`config.mk`:
```
export PLATFORM = sky130hd
export DESIGN_NAME = matmul_sequencer
export DESIGN_NICKNAME = d
export VERILOG_FILES = /design/src/rtl/matmul_pkg.sv /design/src/rtl/matmul_mac.sv /design/src/rtl/matmul_sequencer.sv
export SDC_FILE = /design/constraint.sdc
export NUM_CORES = 1
export LEC_CHECK = 0
export CORE_UTILIZATION = 30
export CTS_CLUSTER_DIAMETER = 50
export DETAILED_ROUTE_END_ITERATION = 8
export PLACE_DENSITY = 0.58
export REMOVE_ABC_BUFFERS = 1
export SLEW_MARGIN = 10
export SYNTH_ARGS = -nofsm -noshare
export SYNTH_HDL_FRONTEND = slang
export SYNTH_SLANG_ARGS = --single-unit
```
`constraint.sdc`:
```
create_clock -name clk -period 2.5 [get_ports clk]
set_clock_uncertainty 0.05 [all_clocks]
set_input_delay 0.375 -clock clk [delete_from_list [all_inputs] [get_ports clk]]
set_output_delay 0.375 -clock clk [all_outputs]
set_load 0.02 [all_outputs]
```
`src/rtl/matmul_pkg.sv`:
```
// Shared definitions for the 2x2 matrix-multiply sequencer: default widths,
// FSM state encoding, the final entry index and the result-slice helper.
package matmul_pkg;

    localparam int ELEM_W_DEF = 4;
    localparam int RES_W_DEF  = 9;

    // Index of the final element pair (C11 second term)
    localparam logic [2:0] LAST_ENTRY = 3'd7;

    typedef enum logic [1:0] {
        IDLE  = 2'd0,
        ISSUE = 2'd1,
        LAST  = 2'd2,
        DONE  = 2'd3
    } seq_state_t;

    // Bit offset of result entry idx (0=C00 .. 3=C11) inside the packed result
    function automatic int res_offset(input int idx, input int res_w);
        return idx * res_w;
    endfunction

endpackage

```
`src/rtl/matmul_mac.sv`:
```
// Multiply-accumulate stage: forms element_a*element_b for the current entry,
// keeps the even-index product in the accumulator and, on the odd index,
// writes accumulator+product into the matching result entry.
module matmul_mac
    import matmul_pkg::*;
#(
    parameter int ELEM_W = ELEM_W_DEF,
    parameter int RES_W  = RES_W_DEF
) (
    input  logic                 clk,
    input  logic                 rst,
    input  logic                 sample_en,
    input  logic [2:0]           entry,
    input  logic [ELEM_W-1:0]    element_a,
    input  logic [ELEM_W-1:0]    element_b,
    output logic [4*RES_W-1:0]   result
);

    logic [2*ELEM_W-1:0] product_p0;
    logic [RES_W-1:0]    sum_p0;
    logic                acc_vld_p0;
    logic                wr_vld_p0;
    logic [2*ELEM_W-1:0] acc_p1;
    logic [RES_W-1:0]    res_p1 [4];

    // stage p0: unsigned product and the pair sum, both zero-extended
    assign product_p0 = (2*ELEM_W)'(element_a) * (2*ELEM_W)'(element_b);
    assign sum_p0     = RES_W'(acc_p1) + RES_W'(product_p0);
    assign acc_vld_p0 = sample_en & ~entry[0];
    assign wr_vld_p0  = sample_en &  entry[0];

    // stage p1: even index loads the accumulator, odd index commits a result entry
    always_ff @(posedge clk or posedge rst) begin
        if (rst) begin
            acc_p1 <= '0;
            for (int i = 0; i < 4; i++) begin
                res_p1[i] <= '0;
            end
        end else if (acc_vld_p0) begin
            acc_p1 <= product_p0;
        end else if (wr_vld_p0) begin
            res_p1[entry[2:1]] <= sum_p0;
        end
    end

    // Pack entries with C00 in the low bits and C11 in the high bits
    always_comb begin
        result = '0;
        for (int i = 0; i < 4; i++) begin
            result[res_offset(i, RES_W) +: RES_W] = res_p1[i];
        end
    end

endmodule

```
`src/rtl/matmul_sequencer.sv`:
```
// 2x2 matrix-multiply sequencer. Walks entry indices 0..7 towards the
// falling-edge fetch banks, accumulates the returned element pairs into
// C00..C11 and hands the packed result over a valid/ready handshake.
// Optional build macro MATMUL_SEQ_CYCLE_CNT_EN adds run_cycles, a saturating
// count of edges spent in DONE waiting for out_ready.
module matmul_sequencer
    import matmul_pkg::*;
#(
    parameter int ELEM_W = ELEM_W_DEF,
    parameter int RES_W  = RES_W_DEF
) (
    input  logic               clk,
    input  logic               rst,
    input  logic               start,
    output logic               busy,
    output logic [2:0]         entry_out,
    input  logic [ELEM_W-1:0]  element_a,
    input  logic [ELEM_W-1:0]  element_b,
    output logic [4*RES_W-1:0] result,
    output logic               out_valid,
    input  logic               out_ready
`ifdef MATMUL_SEQ_CYCLE_CNT_EN
    ,
    output logic [7:0]         run_cycles
`endif
);

    seq_state_t state;
    logic [2:0] next_entry;
    logic       sample_en;

    assign next_entry = entry_out + 3'd1;
    // The entry driven last cycle has its elements on the inputs in ISSUE and LAST
    assign sample_en  = (state == ISSUE) || (state == LAST);

    matmul_mac #(
        .ELEM_W (ELEM_W),
        .RES_W  (RES_W)
    ) u_mac (
        .clk       (clk),
        .rst       (rst),
        .sample_en (sample_en),
        .entry     (entry_out),
        .element_a (element_a),
        .element_b (element_b),
        .result    (result)
    );

    // Control FSM with registered busy, out_valid and entry index
    always_ff @(posedge clk or posedge rst) begin
        if (rst) begin
            state     <= IDLE;
            entry_out <= '0;
            busy      <= 1'b0;
            out_valid <= 1'b0;
        end else begin
            case (state)
                IDLE: begin
                    entry_out <= '0;
                    if (start) begin
                        state <= ISSUE;
                        busy  <= 1'b1;
                    end
                end
                ISSUE: begin
                    entry_out <= next_entry;
                    if (next_entry == LAST_ENTRY) begin
                        state <= LAST;
                    end
                end
                LAST: begin
                    entry_out <= '0;
                    out_valid <= 1'b1;
                    state     <= DONE;
                end
                DONE: begin
                    entry_out <= '0;
                    if (out_ready) begin
                        out_valid <= 1'b0;
                        busy      <= 1'b0;
                        state     <= IDLE;
                    end
                end
                default: begin
                    state     <= IDLE;
                    entry_out <= '0;
                    busy      <= 1'b0;
                    out_valid <= 1'b0;
                end
            endcase
        end
    end

`ifdef MATMUL_SEQ_CYCLE_CNT_EN
    function automatic logic [7:0] sat_inc(input logic [7:0] v);
        return (v == 8'hFF) ? v : v + 8'd1;
    endfunction

    // Count edges spent in DONE with the consumer stalling; cleared by a new run
    always_ff @(posedge clk or posedge rst) begin
        if (rst) begin
            run_cycles <= '0;
        end else if ((state == IDLE) && start) begin
            run_cycles <= '0;
        end else if ((state == DONE) && !out_ready) begin
            run_cycles <= sat_inc(run_cycles);
        end
    end
`endif

endmodule

```
* Word-level counts from Yosys, hierarchy flattened
Cells that the tools add are included.
** Storage, ports and cells
- Flip-flop bits (word level) :: 51
- Bits in latches :: 0
- Bits in writable memories :: 0
- Bits in read-only memories :: 0
- Memories kept :: 0
** Cells by class
- Add/sub/neg operators :: 2
- Multiply operators :: 1
- Div/mod/pow operators :: 0
- Magnitude comparators :: 2
- Equality and inequality tests :: 7
- Shifts and indexed selects :: 0
- Muxes and demuxes :: 12
- Bitwise gates (word level) :: 5
- Reduce and logical (&&, ||, !) cells :: 10
** Operator list (number)
- bitwise mux 36 bit :: 1
- demux 9 bit (select 2 bit) :: 1
- adder 8 x 8 -> 9 bit :: 1
- 2-to-1 mux 9 bit :: 1
- multiplier 4 x 4 -> 8 bit :: 1
- one-hot mux 2 bit (4 select lines) :: 1
- 2-to-1 mux 2 bit :: 3
- one-hot mux 3 bit (2 select lines) :: 1
- AND reduction 3 bit :: 2
- equality test 2 bit, second input constant :: 2
- inequality test 2 bit, second input constant :: 2
- one-hot mux 1 bit (2 select lines) :: 2
- AND reduction 2 bit :: 2
- nonzero test 2 bit :: 2
- adder 3 x 1 -> 3 bit, second input constant :: 1
- equality test 3 bit, second input constant :: 1
- greater-or-equal comparator 3 bit, second input constant :: 1
- less-than comparator 3 x 1 -> 1 bit, second input constant :: 1
- inverter 2 -> 3 bit :: 1
- OR reduction 3 bit :: 1
- bitwise AND 1 bit :: 2
- equality test 2 x 1 -> 1 bit, second input constant :: 1
- zero test 2 bit :: 1
- 2-to-1 mux 1 bit :: 2
- other kinds (4) :: 5

* Longest topological paths before layout
- Word-level depth :: 6
- Gate-level depth with buffers :: 15
- Depth with buffers taken out :: 15

* Hierarchy
From an unflattened synthesis, not the netlist that was laid out.
** Second synthesis, totals
- Cells, all modules :: 285
- Area, all modules :: 2962.8 um^2
** By module, submodules not included
- matmul_mac :: times used 1, cells an instance 249, area an instance 2576.2 um^2, seq. area each 1101.1 um^2
- matmul_sequencer :: times used 1, cells an instance 36, area an instance 386.6 um^2, seq. area each 175.2 um^2

* Worst setup path before layout
OpenSTA, ideal clock, no wires.
- Kind :: input port to flip-flop
- From :: input element_a[0]
- To :: register u_mac.res_p1 (netlist bit u_mac.result[16])
- Setup time :: 0.069 ns
- Data arrival time :: 3.576 ns
- Path slack :: -1.195 ns
- Stages on the path :: 15
- Buffers on the path :: 0
- Path through :: nand2_1 > fa_1 > inv_1 > fa_1 > inv_1 > fa_1 > nor2b_1 > o21ai_0 > a21boi_0 > nor2_1 > ha_1 > or3b_2 > a21oi_1 > a21oi_1 > nand3_1
** Between the ends
- Word-level cells in the longest chain between the ends :: 3
** RTL lines
- start: declaration :: line matmul_sequencer.sv:17 : input logic [ELEM_W-1:0] element_a,
- multiplier 4 x 4 -> 8 bit :: line matmul_mac.sv:27 : assign product_p0 = (2*ELEM_W)'(element_a) * (2*ELEM_W)'(element_b);
- named net u_mac.product_p0[6] :: line matmul_mac.sv:19 : logic [2*ELEM_W-1:0] product_p0;
- adder 8 x 8 -> 9 bit :: line matmul_mac.sv:28 : assign sum_p0 = RES_W'(acc_p1) + RES_W'(product_p0);
- bitwise mux 36 bit :: line matmul_mac.sv:42 : res_p1[entry[2:1]] <= sum_p0;
- end signal: indexed assignment :: line matmul_mac.sv:42
- end: declaration :: line matmul_mac.sv:24 : logic [RES_W-1:0] res_p1 [4];
The timed path passes the listed nets, and every way through them passes these cells.
A chain may end at the register's enable or synchronous reset.

* Worst setup path in the final report
- From :: input element_b[3]
- To :: register u_mac.res_p1 (netlist bit u_mac.result[7])
** Between the ends
- Word-level cells in the longest chain between the ends :: 3
** RTL lines
- start: declaration :: line matmul_sequencer.sv:18 : input logic [ELEM_W-1:0] element_b,
- multiplier 4 x 4 -> 8 bit :: line matmul_mac.sv:27
- named net u_mac.product_p0[7] :: line matmul_mac.sv:19
- adder 8 x 8 -> 9 bit :: line matmul_mac.sv:28
- bitwise mux 36 bit :: line matmul_mac.sv:42
The timed path passes the listed nets, and every way through them passes these cells.

==> impl_results.md <==
- Setup WS post-layout: -898 ps
- Top-area cell type share of the netlist area: 0.430
- Via Count: 2403
- Critical path launch point type: input port
- Worst slack at placement: -1950 ps
- Final WL: 7060 µm
- Post-synthesis sequential area ratio: 0.430
- Core region area: 9420 µm²
- WL/cell: 13.8 µm
- Maximum number of pins on one net before global-route repair: 32
- Predominant post-synthesis flop cell: dfrtp_1
- Starting DRC count in detailed routing: 64
- Most used standard cell by instance count after synthesis: dfrtp_1
- Layout cells sized above 1: 0.386
- Number of detailed-route iterations in the first pass: 4
- First-pass GRT wire length: 12400 µm
- Number of standard cells in the layout, taps in and fillers out: 512
- Slew at the pin with the worst max-slew slack: 676 ps
- Final antenna-violating net count: 0
- Minimum clock period after layout: 3400 ps
- Routed metal-1 wire length: 3130 µm
- Number of nets in the layout: 425
- Share of async-settable or async-resettable flops after synthesis: 1.00
- Most area-consuming cells after synthesis: dfrtp_1 (43%), ha_1 (11%), mux2_2 (5.3%), nand2_1 (4.3%), o21ai_0 (3.7%)
- Num Clock Sinks: 51
- Avg Cell Area, Syn: 10.4 µm²
- Number of pins with negative max-slew slack in the final report: 0
- Synth cell count leaders: dfrtp_1 (51), nand2_1 (34), ha_1 (26), o21ai_0 (22), inv_1 (18)
- Area of the mapped netlist: 2970 µm²
- Fmax: 0.294 GHz
- Hold Path Class: input port to async pin
- Floorplan die area: 10300 µm²
- Count of placed standard cells including taps: 488
- Biggest area consumer among synthesized cells: dfrtp_1
- Number of buffers added on ports: 52
- Total of warnings raised by yosys: 0
- Ordered list of cells on the worst path: buf_8 > nand2_4 > fa_1 > inv_2 > fa_1 > buf_4 > ha_4 > a211oi_2 > o21ai_2 > a21oi_2 > xnor2_1 > ha_1 > or3b_4 > a21oi_2 > a21oi_1 > nand3_1
- Element type at the critical path end: register
- Power density cells: 1220 nW/µm²
- Number of clock buffers inserted by TritonCTS: 5
- CTS HTree Levels: 2
- IR drop worst, VDD: 583 µV
- Overall die height: 102 µm
- Fill cell total of the finished layout: 864
- Average vias per placed instance: 4.69
- Worst hold slack across all endpoints: 352 ps
- Family with the most delay on the worst path: adder cells
- Post-detail-place hpwl: 4930 µm
- Remaining max-slew budget at the tightest pin: 0.550
- Clock latency on the worst-skew pair: 310 ps
- Routability congestion estimate from global placement: 0.844
- Post-synthesis cell count: 285
- Flip-flop and latch count after synthesis: 51
- Clock input transition at the sequential cells of the worst setup and hold paths: 90 ps
- Required time of the worst setup path: 2700 ps
- Unique cell type count in the Yosys netlist: 38
- CTS tree: built
- Vias in the first global route: 2612
- Clock tree root buffer cell: clkbuf_8
- Period utilization: 1.36
- Met2 routed WL: 3610 µm
- Initial core utilization: 0.315
- Max-cap violations: 0
- Met3 wire length: 206 µm
- Arrival time at the worst endpoint: 3600 ps
- Highest metal used: met4
- Violations in the final reports: negative setup slack
- Maximum root-to-sink buffer count: 2
- Final Hold Fails: 0
- All-Layer GR Usage: 0.154
- Slowest cell on the critical path: fa_1
- Number of primary I/O pins: 53
- Initial antenna violation count: 0
- Unrepaired setup endpoints after global routing: yes
- CP Buf/Inv Count: 3
- Max incr delay on CP: 570 ps
- Crit Path Max Fanout: 4
- Worst Path Class, Setup: input port to register
- Outcome: complete, but fails checks
- Grt total ovfl: 0
- Die width: 102 µm
- Final setup viols: 27
- Remaining DRCs: 0
- Number of diodes: 0
- Static power due to leakage: 0.00206 µW
- Number of enable flip-flop cells after synthesis: 0
- Area added between synthesis and finish: 53.7%
- Number of rows in the core area: 35
per-stage QoR:
| step | setup TNS [ps] | area [µm²] | power (µW) | util |
|---|---|---|---|---|
| 6_report | -17880 | 4560 | 5580 | 0.485 |
| 5_1_grt | -20570 | 4560 | 5980 | 0.485 |
| 4_1_cts | -15740 | 4530 | 5340 | 0.481 |
| 3_5_place_dp | -46700 | 3860 | 4060 | 0.410 |
| 3_3_place_gp | -45470 | 3860 | 4010 | 0.410 |
| 2_1_floorplan | -21900 | 2930 | 2960 | - |
state kept, by name, indices dropped and copies added, names as in the netlist:
signal / flops
u_mac.result: 36
entry_out: 3
out_valid: 1
state: 2
busy: 1
u_mac.acc_p1: 8
per-layer routing:
| metal | global-route usage | up-vias |
|---|---|---|
| li1 | - | 1202 |
| met1 | 0.180 | 1147 |
| met2 | 0.283 | 44 |
| met3 | 0.0248 | 10 |
| met4 | 0.0535 | 0 |
| met5 | 0 | - |
logic make-up after synthesis:
| group | share of synthesized area |
|---|---|
| XOR/XNOR | 0.0206 |
| AND/OR/NAND/NOR | 0.144 |
| buffers and inverters | 0.0362 |
| flip-flops | 0.430 |
| AO/OA/AOI/OAI | 0.143 |
| multiplexers | 0.0834 |
| adder cells (fa/ha/maj) | 0.143 |
power by group:
group	internal, µW	switching (µW)
clock network	252	271
registers	1180	240
logic	1810	1830
placed cells by master (no fill, tap or decap), types with 10 or more instances in the layout:
master and n:
dfrtp_1 51, clkdlybuf4s50_1 45, buf_4 37, nand2_1 30, ha_1 20, mux2_2 14
and2_1 13, inv_1 11, buf_6 11, o21ai_2 10
layout make-up:
cell class | instances | area [µm²] | share of cell area
inverters | 18 | 72.6 | 0.0159
repair buffers | 99 | 936 | 0.205
well taps | 129 | 161 | 0.0354
multi-input cells | 207 | 2010 | 0.441
clock buffers | 7 | 96.3 | 0.0211
clock inverters | 1 | 7.51 | 0.00164
flip-flops and latches | 51 | 1280 | 0.280
path summary, 6_finish.rpt:
path,start,end,slack (ps),depth (start not counted)
min in group clk,u_mac.result[30],u_mac.result[30],430,2
worst min-delay path,rst,u_mac.result[8],350,2
worst max register to register,u_mac.acc_p1[0],u_mac.result[17],440,6
worst min register to register,u_mac.result[30],u_mac.result[30],430,2
worst max-delay path,element_b[3],u_mac.result[7],-900,16
max in group asynchronous,rst,u_mac.result[1],1520,3
repair_timing:
action                                 CTS  global route
endpoints found under the hold margin    0             0
setup endpoints to repair               33            30
pin swaps                               39            28
hold buffers                             0             0
gates resized for setup                125            29
setup buffers                           37             7
worst reg2reg max path, stage by stage, from the launching register on:
cell      delay (ps)
dfrtp_1          390
ha_1             220
fa_1             400
a21o_1           260
a221oi_4         350
o21ba_4          210
o31ai_1           70
Power figures use the tool's default switching activity.
